**config.mk**
```make
export PLATFORM = sky130hd
export DESIGN_NAME = line_clear
export DESIGN_NICKNAME = d
export VERILOG_FILES = /design/src/rtl/tetris_pkg.sv /design/src/rtl/line_clear_score.sv /design/src/rtl/line_clear.sv
export SDC_FILE = /design/constraint.sdc
export NUM_CORES = 1
export LEC_CHECK = 0
export ABC_AREA = 1
export ABC_CLOCK_PERIOD_IN_PS = 1300
export CAP_MARGIN = 20
export CORE_UTILIZATION = 45
export CTS_BUF_LIST = sky130_fd_sc_hd__clkbuf_8
export DETAILED_ROUTE_END_ITERATION = 6
export PLACE_DENSITY = 0.79
export SLEW_MARGIN = 10
export SYNTH_ARGS = -nofsm -noshare
export SYNTH_HDL_FRONTEND = slang
export SYNTH_SLANG_ARGS = --single-unit
```
**constraint.sdc**
```tcl
create_clock -name clk -period 1.3 [get_ports clk]
set_input_delay 0.195 -clock clk [delete_from_list [all_inputs] [get_ports clk]]
set_output_delay 0.195 -clock clk [all_outputs]
set_load 0.02 [all_outputs]
```
**src/rtl/tetris_pkg.sv**
```systemverilog
// Shared playfield constants, line-clear FSM states and score table.
package tetris_pkg;

   localparam int ROWS = 20;
   localparam int COLS = 10;
   localparam int ID_W = 3;
   localparam int Y_W  = 5;
   localparam int X_W  = 5;

   localparam logic [ID_W-1:0] EMPTY_ID = '0;

   typedef enum logic [2:0] {
      IDLE,
      SCAN,
      COPY,
      FILL,
      DONE
   } lc_state_t;

   localparam logic [15:0] SCORE_1 = 16'd40;
   localparam logic [15:0] SCORE_2 = 16'd100;
   localparam logic [15:0] SCORE_3 = 16'd300;
   localparam logic [15:0] SCORE_4 = 16'd1200;

   // Points awarded for a pass that removed n lines; anything above 4 pays as 4.
   function automatic logic [15:0] score_for_lines(input logic [Y_W-1:0] n);
      logic [15:0] pts;
      case (n)
         Y_W'(0): pts = '0;
         Y_W'(1): pts = SCORE_1;
         Y_W'(2): pts = SCORE_2;
         Y_W'(3): pts = SCORE_3;
         default: pts = SCORE_4;
      endcase
      return pts;
   endfunction

endpackage

```
**src/rtl/line_clear_score.sv**
```systemverilog
// Saturating score accumulator step: next_score = score + table[lines].
module line_clear_score
   import tetris_pkg::*;
(
   input  logic [Y_W-1:0] lines,
   input  logic [15:0]    score,
   output logic [15:0]    next_score
);

   logic [16:0] sum;

   // Add the pass reward with one guard bit and clamp at all-ones.
   always_comb begin
      sum        = {1'b0, score} + {1'b0, score_for_lines(lines)};
      next_score = sum[16] ? '1 : sum[15:0];
   end

endmodule

```
**src/rtl/line_clear.sv**
```systemverilog
// Line clear pass: scans the board bottom-up, drops full rows, compacts the
// rows above downward and zero-fills the vacated top rows.
// Optional scoring is enabled by defining LINE_CLEAR_SCORE_EN.
module line_clear
   import tetris_pkg::*;
(
   input  logic            clk,
   input  logic            Reset_n,
   input  logic            Start,
   output logic [Y_W-1:0]  rd_y,
   output logic [X_W-1:0]  rd_x,
   input  logic [ID_W-1:0] rd_id,
   output logic            wr_en,
   output logic [Y_W-1:0]  wr_y,
   output logic [X_W-1:0]  wr_x,
   output logic [ID_W-1:0] wr_id,
   output logic            Ready,
   output logic            Done,
   output logic [Y_W-1:0]  lines,
   output logic [15:0]     score
);

   localparam logic [Y_W-1:0] LAST_ROW = Y_W'(ROWS - 1);
   localparam logic [Y_W-1:0] ROWS_Y   = Y_W'(ROWS);
   localparam logic [X_W-1:0] LAST_COL = X_W'(COLS - 1);

   lc_state_t      state, state_n;
   logic [Y_W-1:0] src, src_n;
   logic [Y_W-1:0] dst, dst_n;
   logic [X_W-1:0] x, x_n;
   logic [Y_W-1:0] cnt, cnt_n;
   logic [Y_W-1:0] lines_q;

   // State and pass registers; reset aborts any pass in progress.
   always_ff @(posedge clk or negedge Reset_n) begin
      if (!Reset_n) begin
         state <= IDLE;
         src   <= '0;
         dst   <= '0;
         x     <= '0;
         cnt   <= '0;
      end else begin
         state <= state_n;
         src   <= src_n;
         dst   <= dst_n;
         x     <= x_n;
         cnt   <= cnt_n;
      end
   end

   // Next-state logic. Whenever src is about to step past the last row the
   // FSM goes straight to FILL, so SCAN never reads row ROWS.
   always_comb begin
      state_n = state;
      src_n   = src;
      dst_n   = dst;
      x_n     = x;
      cnt_n   = cnt;
      case (state)
         IDLE: begin
            if (Start) begin
               src_n   = '0;
               dst_n   = '0;
               x_n     = '0;
               cnt_n   = '0;
               state_n = SCAN;
            end
         end
         SCAN: begin
            if (rd_id == EMPTY_ID) begin
               x_n = '0;
               if (src == dst) begin
                  src_n = src + 1'b1;
                  dst_n = dst + 1'b1;
                  if (src == LAST_ROW) state_n = FILL;
               end else begin
                  state_n = COPY;
               end
            end else if (x != LAST_COL) begin
               x_n = x + 1'b1;
            end else begin
               cnt_n = cnt + 1'b1;
               src_n = src + 1'b1;
               x_n   = '0;
               if (src == LAST_ROW) state_n = FILL;
            end
         end
         COPY: begin
            if (x == LAST_COL) begin
               src_n   = src + 1'b1;
               dst_n   = dst + 1'b1;
               x_n     = '0;
               state_n = (src == LAST_ROW) ? FILL : SCAN;
            end else begin
               x_n = x + 1'b1;
            end
         end
         FILL: begin
            if (dst == ROWS_Y) begin
               state_n = DONE;
            end else if (x == LAST_COL) begin
               x_n   = '0;
               dst_n = dst + 1'b1;
            end else begin
               x_n = x + 1'b1;
            end
         end
         DONE: begin
            state_n = IDLE;
         end
         default: begin
            state_n = IDLE;
         end
      endcase
   end

   // Board port drive and handshake outputs, decoded from the state register.
   always_comb begin
      rd_y  = src;
      rd_x  = x;
      wr_y  = dst;
      wr_x  = x;
      wr_en = (state == COPY) || ((state == FILL) && (dst != ROWS_Y));
      wr_id = (state == COPY) ? rd_id : EMPTY_ID;
      Ready = (state == IDLE);
      Done  = (state == DONE);
   end

   // Latch the line count of the finished pass.
   always_ff @(posedge clk or negedge Reset_n) begin
      if (!Reset_n)            lines_q <= '0;
      else if (state == DONE)  lines_q <= cnt;
   end

   assign lines = lines_q;

`ifdef LINE_CLEAR_SCORE_EN
   logic [15:0] score_q;
   logic [15:0] score_nx;

   line_clear_score u_score (
      .lines      (cnt),
      .score      (score_q),
      .next_score (score_nx)
   );

   // Accumulate the reward once per completed pass.
   always_ff @(posedge clk or negedge Reset_n) begin
      if (!Reset_n)            score_q <= '0;
      else if (state == DONE)  score_q <= score_nx;
   end

   assign score = score_q;
`else
   assign score = '0;
`endif

endmodule

```
==> out/results.tsv, run 1 <==
stage	metric	value	unit
sta	fin_crit_sh	1.241	
status	status	complete, but fails checks	
yosys	synth_edf_count	0	
critical_path	regToRegStartpoint	state[2]$_DFFE_PN0P_	
grt	grt_start_max_net_pins	29	
yosys	synth.avg_cell_area	7.087	um^2
yosys	synthArstFlopShare	1.000	
power_and_ir_drop	power_density	501.4	nW/um^2
critical_path	rr_endpoint	rd_x[4]$_DFFE_PN0P_	
yosys	ys_warn_count	0	
floorplan	die_area	4436	um^2
sta	setup_tns	-6.641	ns
yosys	synth_top_family_by_area	simple AND/OR/NAND/NOR gates	
floorplan	rows	23	
critical_path	regToRegSetupSlack	-0.30	ns
flow_run	cap_violations	0	
cells_and_area	final_nets	378	
sta	setup_slack	-0.3139	ns
power_and_ir_drop	finalPower	1.539	mW
grt	antenna_found_initial	0	
yosys	synth-seq-cells	28	
clock_tree	clk_latency	0.29	ns
route	viasPerCell	5.130	
clock_tree	cts_inserted_buffers	3	
yosys	synth-main-ff-cell	dfrtp_1	
yosys	syn_inst	265	
floorplan	coreArea	4000	um^2
power_and_ir_drop	power_leakage	1.540	nW
sta	skew	0.008538	ns
route	first_pass_iters	4	
cells_and_area	multi_input_area	1245	um^2
clock_tree	ctsHoldBuffers	0	
critical_path	crit_path_top_delay_cell	dfrtp_2	
floorplan	die_w	66.60	um
cells_and_area	instances_no_fill	415	
critical_path	path_common_cell	buf_4	
route	vias	2129	
route	ant_nets	0	
grt	grt_pass1_wl	8832	um
sta	slew_violations	0	
yosys	synth-simple-area-share	0.3531	
critical_path	crit_family	flip-flops	
cells_and_area	regArea	718.2	um^2
placement	post-place-cells	388	
yosys	yosysUniqueCellTypes	27	
power_and_ir_drop	ir_drop	0.4639	mV
cells_and_area	num_antenna_cells	0	
clock_tree	ctsLongestPathBuffers	2	
floorplan	start_util	0.4695	
sta	max_freq	0.6196	GHz
critical_path	cp-start-kind	flip-flop	
yosys	synth_area	1878	um^2
clock_tree	cts_tree	built	
yosys	seq_area_frac_synth	0.3731	
critical_path	crit_cells	6	
yosys	synth-compound-area-share	0.06729	
placement	io_buffer_count	36	
clock_tree	cts_root_buf	clkbuf_8	
clock_tree	clock_sinks	28	
critical_path	worst_ep_required_time	1.11	ns
status	violations	setup timing	
critical_path	crit_end	wr_en	
floorplan	die_h	66.60	um
sta	hold_violations	0	
placement	dpl.hpwl	3581	um
grt	overflow	0	
grt	grt_pass1_vias	1944	
cells_and_area	syn2layout_area_growth	63.42	%
yosys	yosys.area_share.adder	0.03997	
critical_path	path_buf_inv	3	
critical_path	slowest_delay	0.45	ns
critical_path	cp_max_fo	5	
critical_path	criticalPathCategory	reg -> out	
yosys	synth-xor-area-share	0.01865	
sta	setup_viol	33	
critical_path	crit_path_end_kind	output pin	
route	drtIter0Drc	150	
critical_path	crit_chain	buf_4 > nor2_4 > nand2_4 > buf_4 > nand2_1 > buf_6	
clock_tree	path_clk_slew	0.11	ns
yosys	synthMuxAreaShare	0	
route	wl_per_cell	14.55	um
floorplan	ioPinCount	53	
sta	fin_crit	1.614	ns
sta	hold_slack	0.2590	ns
grt	track_usage	0.2631	
placement	gp_congestion	0.8244	
cells_and_area	fillers	260	
critical_path	reg2reg_depth	11	
critical_path	critPathArrivalTime	1.42	ns
sta	rsz0062_at_grt	true	
critical_path	cp-startpoint	state[2]$_DFFE_PN0P_	
clock_tree	htreeDepth	1	
route	wl	6040	um
route	drc	0	
cells_and_area	drive_above_1_share	0.4438	
hold_path	hold_class	in -> async	
-- state kept, by name, indices dropped and copies added (netlist names) --
| name | count |
|---|---|
| cnt | 5 |
| lines | 5 |
| rd_x | 5 |
| rd_y | 5 |
| state | 3 |
| wr_y | 5 |
-- cells in the final DEF, fill, tap and decap left out, drive strengths merged, types with 6 or more instances in the layout --
cell type and count:
buf 85, nand2 81, nor2 34, inv 31
dfrtp 28, nand3 27, conb 16, o21ai 16
dlygate4sd2 6, ha 6
-- layout make-up --
| type | instances | area share |
|---|---|---|
| well taps | 50 | 0.02038 |
| inverters | 31 | 0.04199 |
| flip-flops and latches | 28 | 0.2340 |
| repair buffers | 101 | 0.2801 |
| multi-input cells | 201 | 0.4056 |
| clock buffers | 4 | 0.01794 |
-- timing repair --
item	in CTS	in global routing
endpoints found under the setup margin	53	43
buffers inserted	14	11
gates resized for setup	141	55
endpoints found under the hold margin	0	0
pin swaps	22	12
cloned	0	1
-- worst register-to-register path: cells and delay by family (launching register included) --
| kind | cells | cell delay [ns] |
|---|---|---|
| buffers and inverters | 3 | 0.32 |
| DFF | 1 | 0.41 |
| and+or+nand+nor | 8 | 0.78 |
-- metrics by stage --
step / area, um^2 / worst slack (ns) / util
2_1_floorplan: 2029 / -0.1228 / -
3_5_place_dp: 2630 / -0.4794 / 0.6575
6_report: 3069 / -0.3139 / 0.7673
3_3_place_gp: 2630 / -0.4380 / 0.6575
4_1_cts: 2898 / -0.2973 / 0.7244
5_1_grt: 3069 / -0.3602 / 0.7673
-- power by group --
group	leakage, nW	total (mW)	internal (mW)	switching [mW]
sequential	0.350	0.870	0.870	0
combinational	1.16	0.0910	0.0219	0.0691
clock	0.0288	0.578	0.272	0.306
-- Yosys cell counts (2+ instances only) --
library cell	number	area, um^2
a21oi_1	3	15.01
buf_4	21	157.7
dfrtp_1	28	700.7
ha_1	6	75.07
inv_1	30	112.6
nand2_1	78	292.8
nand2_2	2	12.51
nand3_1	26	130.1
nand4_1	4	25.02
nor2_1	30	112.6
nor2_4	3	33.78
o21ai_0	15	75.07
o21bai_1	2	15.01
or2_2	2	12.51
xor2_1	3	26.28
-- routing by layer --
metal / track usage / part of all wire / routed length, um
met1: 0.3266 / 0.39 / 2347
met2: 0.4609 / 0.52 / 3170
met3: 0.03253 / 0.053 / 323
met4: 0.09574 / 0.033 / 199
met5: 0 / 0 / 0
-- logic make-up after synthesis --
kind of cell    Yosys count
other cells               1
simple gates            151
flops                    28
fa+ha+maj                 6
compound gates           23
xor+xnor                  4
buf+inv                  52
-- worst min path at each step --
stage                                    start              endpoint  cells past startpoint
final                                  Reset_n   rd_x[0]$_DFFE_PN0P_                      2
after detailed placement  lines[1]$_DFFE_PN0P_  lines[1]$_DFFE_PN0P_                      2
after global placement    lines[2]$_DFFE_PN0P_  lines[2]$_DFFE_PN0P_                      2
after CTS                              Reset_n   rd_x[0]$_DFFE_PN0P_                      2
after floorplan                        Reset_n    cnt[0]$_DFFE_PN0P_                      0
after global routing                   Reset_n   rd_x[0]$_DFFE_PN0P_                      2
No activity file was read; power rests on OpenSTA's default activity.
==> run 2: changes to the inputs <==
Settings changed: CAP_MARGIN 20 to 10.
==> results of run 2 <==
No change in the layout: final DEF, timing and power equal those of run 1.
